<file path="config.mk">
export PLATFORM = sky130hd
export DESIGN_NAME = restoring_divider8
export DESIGN_NICKNAME = d
export VERILOG_FILES = /design/src/rtl/div_pkg.sv /design/src/rtl/restoring_divider8_subtractor9.sv /design/src/rtl/restoring_divider8.sv
export SDC_FILE = /design/constraint.sdc
export NUM_CORES = 1
export LEC_CHECK = 0
export ABC_AREA = 1
export BUFFER_PORTS_ARGS = -buffer_cell sky130_fd_sc_hd__buf_4
export CORE_UTILIZATION = 47
export CTS_BUF_LIST = sky130_fd_sc_hd__clkbuf_16
export CTS_CLUSTER_DIAMETER = 150
export CTS_CLUSTER_SIZE = 12
export DETAILED_ROUTE_END_ITERATION = 7
export PLACE_DENSITY_LB_ADDON = 0.2
export SETUP_SLACK_MARGIN = 0.4
export SLEW_MARGIN = 15
export SYNTH_ARGS = -nofsm -noshare
export SYNTH_HDL_FRONTEND = slang
export SYNTH_HIERARCHICAL = 1
export SYNTH_SLANG_ARGS = --single-unit
</file>
<file path="constraint.sdc">
create_clock -name Clk -period 2.1 [get_ports Clk]
set_input_delay 0.42 -clock Clk [delete_from_list [all_inputs] [get_ports Clk]]
set_output_delay 0.42 -clock Clk [all_outputs]
set_load 0.01 [all_outputs]
</file>
<file path="src/rtl/div_pkg.sv">
// Shared types and sizing for the 8-bit restoring divider.
package div_pkg;

    localparam int DIV_W    = 8;
    localparam int DIV_ITER = 8;
    localparam int CNT_W    = $clog2(DIV_ITER);

    typedef enum logic [1:0] {
        IDLE = 2'd0,
        RUN  = 2'd1,
        DONE = 2'd2
    } div_state_e;

endpackage

</file>
<file path="src/rtl/restoring_divider8_subtractor9.sv">
// Combinational 9-bit trial subtractor; Borrow is set when A < B.
module subtractor9 (
    input  logic [8:0] A,
    input  logic [8:0] B,
    output logic [8:0] Diff,
    output logic       Borrow
);

    assign {Borrow, Diff} = {1'b0, A} - {1'b0, B};

endmodule

</file>
<file path="src/rtl/restoring_divider8.sv">
// Sequential 8-bit unsigned restoring divider, one quotient bit per cycle.
// Define DIVIDER_DBZ_EN to short-cut divide-by-zero straight to DONE with DivErr.
module restoring_divider8
    import div_pkg::*;
(
    input  logic             Clk,
    input  logic             Reset_n,
    input  logic             Start,
    input  logic [DIV_W-1:0] Dividend,
    input  logic [DIV_W-1:0] Divisor,
    output logic [DIV_W-1:0] Quotient,
    output logic [DIV_W-1:0] Remainder,
    output logic             Busy,
    output logic             Done,
    output logic             DivErr,
    output div_state_e       DbgState
);

    div_state_e        state_q, state_d;
    logic [CNT_W-1:0]  cnt_q, cnt_d;
    logic [DIV_W:0]    r_q, r_d;
    logic [DIV_W-1:0]  q_q, q_d;
    logic [DIV_W-1:0]  dvs_q, dvs_d;
    logic [DIV_W-1:0]  quo_q, quo_d;
    logic [DIV_W-1:0]  rem_q, rem_d;

    logic [DIV_W:0]    r_shift;
    logic [DIV_W-1:0]  q_shift;
    logic [DIV_W:0]    sub_diff;
    logic              sub_borrow;
    logic [DIV_W:0]    r_step;
    logic [DIV_W-1:0]  q_step;

    // {R, Q} shifted left as one register pair; the dropped R MSB is always 0.
    assign r_shift = (DIV_W+1)'({r_q, q_q[DIV_W-1]});
    assign q_shift = {q_q[DIV_W-2:0], 1'b0};

    subtractor9 u_sub (
        .A      (r_shift),
        .B      ({1'b0, dvs_q}),
        .Diff   (sub_diff),
        .Borrow (sub_borrow)
    );

    assign r_step = sub_borrow ? r_shift : sub_diff;
    assign q_step = {q_shift[DIV_W-1:1], ~sub_borrow};

`ifdef DIVIDER_DBZ_EN
    logic dbz_q, dbz_d;
`endif

    always_comb begin
        state_d = state_q;
        cnt_d   = cnt_q;
        r_d     = r_q;
        q_d     = q_q;
        dvs_d   = dvs_q;
        quo_d   = quo_q;
        rem_d   = rem_q;
`ifdef DIVIDER_DBZ_EN
        dbz_d   = dbz_q;
`endif
        case (state_q)
            IDLE: begin
                if (Start) begin
                    dvs_d   = Divisor;
                    q_d     = Dividend;
                    r_d     = '0;
                    cnt_d   = '0;
                    state_d = RUN;
`ifdef DIVIDER_DBZ_EN
                    dbz_d   = 1'b0;
                    if (Divisor == '0) begin
                        dbz_d   = 1'b1;
                        quo_d   = '1;
                        rem_d   = Dividend;
                        state_d = DONE;
                    end
`endif
                end
            end
            RUN: begin
                r_d   = r_step;
                q_d   = q_step;
                cnt_d = cnt_q + 1'b1;
                if (cnt_q == CNT_W'(DIV_ITER - 1)) begin
                    quo_d   = q_step;
                    rem_d   = r_step[DIV_W-1:0];
                    state_d = DONE;
                end
            end
            DONE: begin
                state_d = IDLE;
            end
            default: begin
                state_d = IDLE;
            end
        endcase
    end

    always_ff @(posedge Clk or negedge Reset_n) begin
        if (!Reset_n) begin
            state_q <= IDLE;
            cnt_q   <= '0;
            r_q     <= '0;
            q_q     <= '0;
            dvs_q   <= '0;
            quo_q   <= '0;
            rem_q   <= '0;
`ifdef DIVIDER_DBZ_EN
            dbz_q   <= 1'b0;
`endif
        end else begin
            state_q <= state_d;
            cnt_q   <= cnt_d;
            r_q     <= r_d;
            q_q     <= q_d;
            dvs_q   <= dvs_d;
            quo_q   <= quo_d;
            rem_q   <= rem_d;
`ifdef DIVIDER_DBZ_EN
            dbz_q   <= dbz_d;
`endif
        end
    end

    assign Quotient  = quo_q;
    assign Remainder = rem_q;
    assign Busy      = (state_q != IDLE);
    assign Done      = (state_q == DONE);
    assign DbgState  = state_q;

`ifdef DIVIDER_DBZ_EN
    assign DivErr = (state_q == DONE) && dbz_q;
`else
    assign DivErr = 1'b0;
`endif

endmodule
</file>
* After elaboration in Yosys (flattened, before gate mapping) *
Index checks and enable logic that the tools add are counted.

storage, ports and cells
  bits in registers = 45
  input bits = 19
  output and inout bits = 21
  logic and storage cells = 32

operators by class
  $add $sub $neg = 2
  eq/ne operators = 5
  multiplexer cells = 10
  bitwise logic cells = 1
  reductions and logical operators = 7

operators with widths
  operator                                                                number
  8-bit case mux with 2 select lines                                      2
  8-bit two-way mux                                                       3
  9-bit by 8-bit subtractor with 10-bit output                            1
  2-bit AND reduction                                                     4
  3-bit case mux with 2 select lines                                      1
  2-bit two-way mux                                                       2
  2-bit != test (second input constant)                                   2
  2-bit case mux with 2 select lines                                      1
  2-bit nonzero test                                                      2
  3-bit by 1-bit adder with 3-bit output (second input constant)          1
  3-bit equality test (second input constant)                             1
  3-bit two-way mux                                                       1
  2-bit by 1-bit equality test with 1-bit output (second input constant)  1
  2-bit equality test (second input constant)                             1
  2-bit logical NOT                                                       1
  1-bit NOT                                                               1

* Depth between registers and ports, before layout *
Gate-level depths: netlist of run 1.

  depth after elaboration = 3
  depth in mapped cells = 15
  depth with buffers taken out = 14

* Cells and area by module *
The synthesis of run 1 kept the hierarchy.

by module, submodules not included
  module              instances  cells an instance  area an instance (um^2)
  restoring_divider8  1          245                1946.9
  subtractor9         1          101                519.2

* Worst setup path after synthesis of run 1 *
Ideal clock, no wire load.

  path kind = register to register
  start = register q_q[7]
  end = register rem_q[6] (netlist: Remainder[6])
  library setup time = 0.116 ns
  arrival time = 1.588 ns
  setup slack = 0.396 ns
  stages on the path, launching flop included = 15
  path buffers = 0
  clock period less this slack = 1.704 ns
  path through = dfrtp_1 > inv_1 > ha_1 > inv_1 > fa_1 > nand2_1 > nand2_1 > nand3b_1 > nand2_1 > nand2_1 > nand2_1 > nand2_1 > nand2_1 > nand2_1 > nand2_1

on the way
  word-level cells in the longest chain between the ends = 2

ends and longest elaborated chain
  what                                          RTL line                             text
  start: declaration                            restoring_divider8.sv:22             logic [DIV_W-1:0] q_q, q_d;
  start signal: assignment                      restoring_divider8.sv:117            q_q <= q_d;
  9-bit by 8-bit subtractor with 10-bit output  restoring_divider8_subtractor9.sv:9  assign {Borrow, Diff} = {1'b0, A} - {1'b0, B};
  named net sub_diff[6]                         restoring_divider8.sv:29             logic [DIV_W:0] sub_diff;
  8-bit two-way mux                             restoring_divider8.sv:45             assign r_step = sub_borrow ? r_shift : sub_diff;
  end signal: assignment                        restoring_divider8.sv:120            rem_q <= rem_d;
  end: declaration                              restoring_divider8.sv:25             logic [DIV_W-1:0] rem_q, rem_d;

The timed path passes the listed nets, and every way through them passes these cells.
A chain may end at the register's enable or synchronous reset.

* Worst setup path in the final report of run 1 *
Ends and elaborated chain as after synthesis.

==> results of run 1 <==
-- state kept, by name (all words and copies together) (netlist names) --
name / count
q_q: 8
Remainder: 8
r_q: 8
cnt_q: 3
DbgState: 2
Quotient: 8
dvs_q: 8
-- worst register-to-register path, cell delays in order, from the launching register on --
cell      delay (ns)
dfrtp_1         0.38
inv_1           0.06
ha_2            0.19
inv_2           0.05
fa_2            0.33
nand2_1         0.06
nand2_1         0.06
nand3b_1        0.10
nand2_1         0.06
nand2_1         0.07
nand2_1         0.06
nand2_1         0.09
nand2_2         0.06
nand2_1         0.07
nand2_1         0.05
-- layout make-up --
type	instances	share of cell area, %
Clock buffer	5	3.81
Clock inverter	3	1.26
Inverter	30	3.51
Multi-Input combinational cell	251	39.8
Sequential cell	45	34.4
Tap cell	67	2.55
Timing Repair Buffer	63	14.6
-- cells in the final DEF, fill, tap and decap left out, types with 7 or more instances in the layout --
cell / n
buf_4: 62
dfrtp_1: 43
ha_4: 7
inv_1: 18
inv_2: 11
nand2_1: 170
nand2_2: 16
nand3_1: 21
-- how the worst max path moves through the flow --
stage	end	slack [ns]	depth (start not counted)
finish	Remainder[6]	0.29	14
global route	Remainder[6]	0.19	14
CTS	Remainder[6]	0.30	14
detailed placement	Remainder[2]	0.19	13
global placement	Remainder[5]	0.22	13
floorplan	Remainder[6]	0.41	14
-- routing by layer --
metal	GRT usage, %	up-vias	wire length [um]
met5	0	-	0
met4	7.48	0	93
met3	3.98	9	208
met2	37.3	59	2990
met1	31.2	1067	2610
li1	-	1133	-
-- power by group --
group          internal, mW  total (mW)  switching (mW)
Sequential             1.25        1.55           0.302
Clock                 0.557       0.876           0.319
Combinational          1.46        3.26            1.80
-- what timing repair did --
| action | in CTS | in global routing |
|---|---|---|
| setup endpoints to repair | 19 | 25 |
| hold endpoints to repair | 0 | 0 |
| gates resized for setup | 24 | 27 |
| buffers inserted | 12 | 8 |
| pin swaps | 10 | 20 |
| gates cloned | 0 | 0 |
-- through the flow --
step / total power [mW] / hold slack (ns) / area [um2] / worst slack [ns]
2_1_floorplan: 3.25 / 0.124 / 2420 / 0.414
3_3_place_gp: 3.94 / 0.456 / 2770 / 0.223
3_5_place_dp: 4.00 / 0.456 / 2770 / 0.194
4_1_cts: 5.31 / 0.160 / 3140 / 0.302
5_1_grt: 6.15 / 0.178 / 3280 / 0.194
6_report: 5.68 / 0.126 / 3280 / 0.289
==> results.py, run 1 <==
metrics = {
    "global_route": {
        "grt.overflow.total": 0,
        "grt_pass1_vias": 2035,
        "grt_pass1_wl_um": 9450,
        "grt_max_degree": 46,
        "grt.total_usage_pct": 23.0,
        "antenna_found_initial": 0,
    },
    "critical_path": {
        "cp_top_family": "simple AND/OR/NAND/NOR gates",
        "worst-r2r-cell-count": 14,
        "cp-startpoint": "q_q[7]",
        "timing.rr.end": "Remainder[6]",
        "worst_path_max_delay_cell": "dfrtp_1",
        "path_buf_inv": 2,
        "worst_path_largest_cell_delay_ns": 0.38,
        "timing.rr.start": "q_q[7]",
        "required_ns": 2.27,
        "cpMostUsedCell": "nand2_1",
        "endpoint_kind": "flop",
        "path_cells": "inv_1, ha_2, inv_2, fa_2, nand2_1, nand2_1, nand3b_1, nand2_1, nand2_1, nand2_1, nand2_1, nand2_2, nand2_1, nand2_1",
        "crit_path_start_kind": "flop",
        "worstPathArrival_ns": 1.98,
        "critPathKind": "reg2reg",
        "crit_fanout": 2,
        "rrSetupSlack_ns": 0.29,
    },
    "job": {
        "drv_cap": 0,
    },
    "cts": {
        "holdBufCountCts": 0,
        "numClockSinks": 45,
        "numCtsBuffers": 5,
        "path_clk_slew_ns": 0.06,
        "htreeDepth": 2,
        "cts-root-buf": "clkbuf_16",
        "clockBufferDepth": 2,
        "cts_tree": "yes",
        "clock_latency_ns": 0.28,
    },
    "floorplanning": {
        "dieHeight_um": 73.8,
        "fp-row-count": 25,
        "coreArea_mm2": 0.00485,
        "start_util_pct": 49.9,
        "die_x_um": 73.8,
        "io_pins": 40,
        "dieArea_mm2": 0.00544,
    },
    "detailed_routing": {
        "wire_per_inst_um": 12.7,
        "first_pass_iters": 4,
        "drt_iter0_markers": 141,
        "route.vias.total": 2268,
        "final_antenna_net_count": 0,
        "routed_wl_um": 5900,
        "via_per_inst": 4.89,
        "drc_errors": 0,
    },
    "power": {
        "p_per_area_mw_per_mm2": 1730,
        "vdd.ir_drop.worst_mv": 0.835,
        "leakagePower_nw": 1.84,
    },
    "status": {
        "status": "complete, no violations",
    },
    "synth": {
        "yosysWarnings": 6,
        "synthCells": 335,
        "syn-mean-instance-area_um2": 7.23,
        "synth_area_mm2": 0.00242,
    },
    "sta": {
        "clock_skew_ns": 0.00278,
        "period_share_pct": 86.2,
        "finalSetupViolCount": 0,
        "hold_violations": 0,
        "maxSlewHeadroom_pct": 62.2,
        "setup_tns_ns": 0,
        "period_needed_ns": 1.81,
        "tightestPinTransition_ns": 0.567,
        "fmax_ghz": 0.552,
        "rsz0062_at_grt": "true",
        "slew_viol_final": 0,
    },
    "finish": {
        "multi_input_area_mm2": 0.00131,
        "syn2layout_area_growth_pct": 35.6,
        "fillerInstances": 417,
        "n_antenna_cell": 0,
        "fin_util_pct": 67.7,
        "stdcell_count": 464,
        "seqCellArea_mm2": 0.00113,
        "drive_gt1_share_pct": 30.2,
        "fin_nets": 427,
    },
    "placement": {
        "dp_hpwl_um": 3850,
        "gp_congestion": 0.863,
        "portBuffers": 38,
        "dp_cells": 436,
    },
    "min_path": {
        "hp-class": "in2async",
    },
}
No activity file was read; power rests on OpenSTA's default activity.
==> inputs of run 2 (changes only) <==
SYNTH_HIERARCHICAL = default   (was 1)
==> run 2 against run 1 <==
Effect of this change:
- non-clock buffer count is the same
- final area shrank 2.5%
- clock power shrank 9.4%
- fmax grew 7.2%
- sequential share of layout area grew 0.87 points
- global-route usage shrank 0.49 points
- routed wire length shrank 2.3%
- first-iteration DRC count grew 4.3%
- largest cell class unchanged
- largest power group unchanged
==> results.py, run 2 <==
metrics = {
    "critical_path": {
        "cpMostUsedCell": "nand2_1",
        "cp-startpoint": "q_q[7]",
        "endpoint_kind": "flop",
        "path_buf_inv": 2,
        "required_ns": 2.28,
        "path_cells": "inv_2, ha_4, inv_6, fa_2, nand2_1, nand2_1, nand2_1, xor2_1, nand2_1, nand3_1, nand2_1",
        "cp_top_family": "adder cells",
        "timing.rr.start": "q_q[7]",
        "worst_path_largest_cell_delay_ns": 0.37,
        "path_depth": 11,
        "timing.rr.end": "r_q[4]",
        "rrSetupSlack_ns": 0.41,
        "crit_path_start_kind": "flop",
        "worst_path_max_delay_cell": "dfrtp_1",
        "crit_fanout": 3,
        "worst-r2r-cell-count": 11,
        "worstPathArrival_ns": 1.87,
        "critPathKind": "reg2reg",
    },
    "sta": {
        "layout_setup_ws_ns": 0.411,
        "clock_skew_ns": 0.00482,
        "period_needed_ns": 1.69,
        "period_share_pct": 80.4,
        "finalSetupViolCount": 0,
        "hold_violations": 0,
        "fmax_ghz": 0.592,
        "tightestPinTransition_ns": 0.567,
        "maxSlewHeadroom_pct": 62.2,
        "slew_viol_final": 0,
        "rsz0062_at_grt": "true",
        "setup_tns_ns": 0,
    },
    "placement": {
        "portBuffers": 38,
        "gp_congestion": 0.871,
        "pre_cts_ws_ns": 0.101,
        "dp_hpwl_um": 3450,
    },
    "floorplanning": {
        "dieHeight_um": 72.5,
        "io_pins": 40,
        "start_util_pct": 49.1,
        "fp-row-count": 25,
        "coreArea_mm2": 0.00475,
        "dieArea_mm2": 0.00525,
        "die_x_um": 72.5,
    },
    "global_route": {
        "grt.overflow.total": 0,
        "grt_max_degree": 46,
        "grt_pass1_wl_um": 8930,
        "grt_pass1_vias": 1894,
        "grt.total_usage_pct": 22.5,
        "antenna_found_initial": 0,
    },
    "synth": {
        "synthCells": 273,
        "synthTopCellsByCount": "nand2_1 (80), dfrtp_1 (45), inv_1 (32), o21ai_0 (13), nand3_1 (12)",
        "synth-seq-cells": 45,
        "synth_top_area_share_pct": 48.2,
        "syn-mean-instance-area_um2": 8.55,
        "syn-num-nets": 303,
        "seq_area_frac_synth_pct": 48.2,
        "synth-edff-count": 0,
        "synth.area.top_cells": "dfrtp_1 (48%), nand2_1 (13%), ha_1 (5.4%)",
        "synth_area_mm2": 0.00233,
        "ys_async_sr_fraction_pct": 100,
        "synth_cell_types": 34,
        "yosysWarnings": 0,
        "synth_top_area_cell": "dfrtp_1",
        "synthFlopType": "dfrtp_1",
        "yosysMostFrequentCell": "nand2_1",
    },
    "power": {
        "pwr-share-seq_pct": 25.5,
        "power.total_mw": 6.14,
        "internal_power_mw": 3.46,
        "p_per_area_mw_per_mm2": 1920,
        "p_sw_share_pct": 43.6,
        "p_clk_share_pct": 12.9,
        "combPwrFrac_pct": 61.5,
        "vdd.ir_drop.worst_mv": 0.995,
        "p_switching_mw": 2.68,
        "leakagePower_nw": 1.63,
    },
    "cts": {
        "cts-root-buf": "clkbuf_16",
        "clockBufferDepth": 2,
        "path_clk_slew_ns": 0.07,
        "cts_tree": "yes",
        "htreeDepth": 2,
        "numClockSinks": 45,
        "clock_latency_ns": 0.29,
        "holdBufCountCts": 0,
        "numCtsBuffers": 5,
    },
    "job": {
        "drv_cap": 0,
    },
    "detailed_routing": {
        "via_per_inst": 5.12,
        "wire_per_inst_um": 14.3,
        "routed_wl_um": 5760,
        "route.vias.total": 2067,
        "first_pass_iters": 4,
        "drt_iter0_markers": 147,
        "drc_errors": 0,
        "final_antenna_net_count": 0,
    },
    "finish": {
        "final_cell_mix": "nand2_1 (70), buf_4 (61), dfrtp_1 (43)",
        "fin_util_pct": 67.3,
        "final_common_cell": "nand2_1",
        "n_antenna_cell": 0,
        "fin_nets": 366,
        "syn2layout_area_growth_pct": 37.1,
        "fillerInstances": 389,
        "drive_gt1_share_pct": 35.9,
        "multi_input_area_mm2": 0.00122,
        "seqCellArea_mm2": 0.00113,
    },
    "status": {
        "status": "complete, no violations",
    },
    "min_path": {
        "hp-class": "in2async",
    },
}
==> run 2: changes by cell type in the layout (fill, tap and decap cells not counted), moves of 4 or more <==
cell and change:
nand3_2 +4, nor2_1 +6, nand2_2 -6, nor3_1 +5, nand3_1 -9, nor2_2 -4
a21oi_1 +8, o21ai_0 +9, a221oi_1 +5, inv_1 +7, nand4_1 +8, nand2_1 -100
==> run 2: final cells by class <==
type / instances / share of cell area, %
Clock inverter: 3 / 0.665
Clock buffer: 5 / 3.91
Timing Repair Buffer: 63 / 15.3
Inverter: 35 / 4.26
Multi-Input combinational cell: 186 / 38.0
Tap cell: 67 / 2.62
Sequential cell: 45 / 35.3
==> run 2: power by group through the flow <==
stage                     combinational [mW]  sequential (mW)  clock (mW)
after floorplan                         2.02             1.56           0
after global placement                  2.74             1.53           0
after detailed placement                2.77             1.54           0
after CTS                               3.15             1.56       0.801
after global routing                    4.16             1.60       0.833
final                                   3.78             1.57       0.794
==> run 2: worst max path at each step <==
stage                         endpoint
after floorplan           Remainder[6]
after global placement          r_q[3]
after detailed placement        r_q[3]
after CTS                       r_q[6]
after global routing      Remainder[6]
final                           r_q[4]
==> run 2: timing repair <==
action                     in CTS  in global routing
pin swaps                       8                 26
gates cloned                    1                  1
buffers inserted                6                 15
setup endpoints to repair      18                 18
gates resized for setup        18                 24
==> run 2: per-layer routing <==
metal,global-route usage [%],part of all wire (%),vias up
met3,4.58,4.9,12
li1,-,-,1012
met2,36.3,49,58
met1,30.1,45,985
met5,0,0,-
met4,7.84,1.5,0
==> run 2: logic make-up after synthesis <==
kind of cell / synth area share [%]
flops: 48.2
simple gates: 26.3
mux: 0.482
buf+inv: 7.72
compound gates: 9.81
xor+xnor: 1.13
other cells: 0.161
fa+ha+maj: 6.22
==> run 2: through the flow <==
step                instances  area, um2  hold WS, ns
global route              404       3200        0.169
CTS                       388       3000        0.142
floorplan                 273       2330        0.124
finish                    404       3200        0.115
global placement          373       2690        0.455
detailed placement        373       2690        0.454
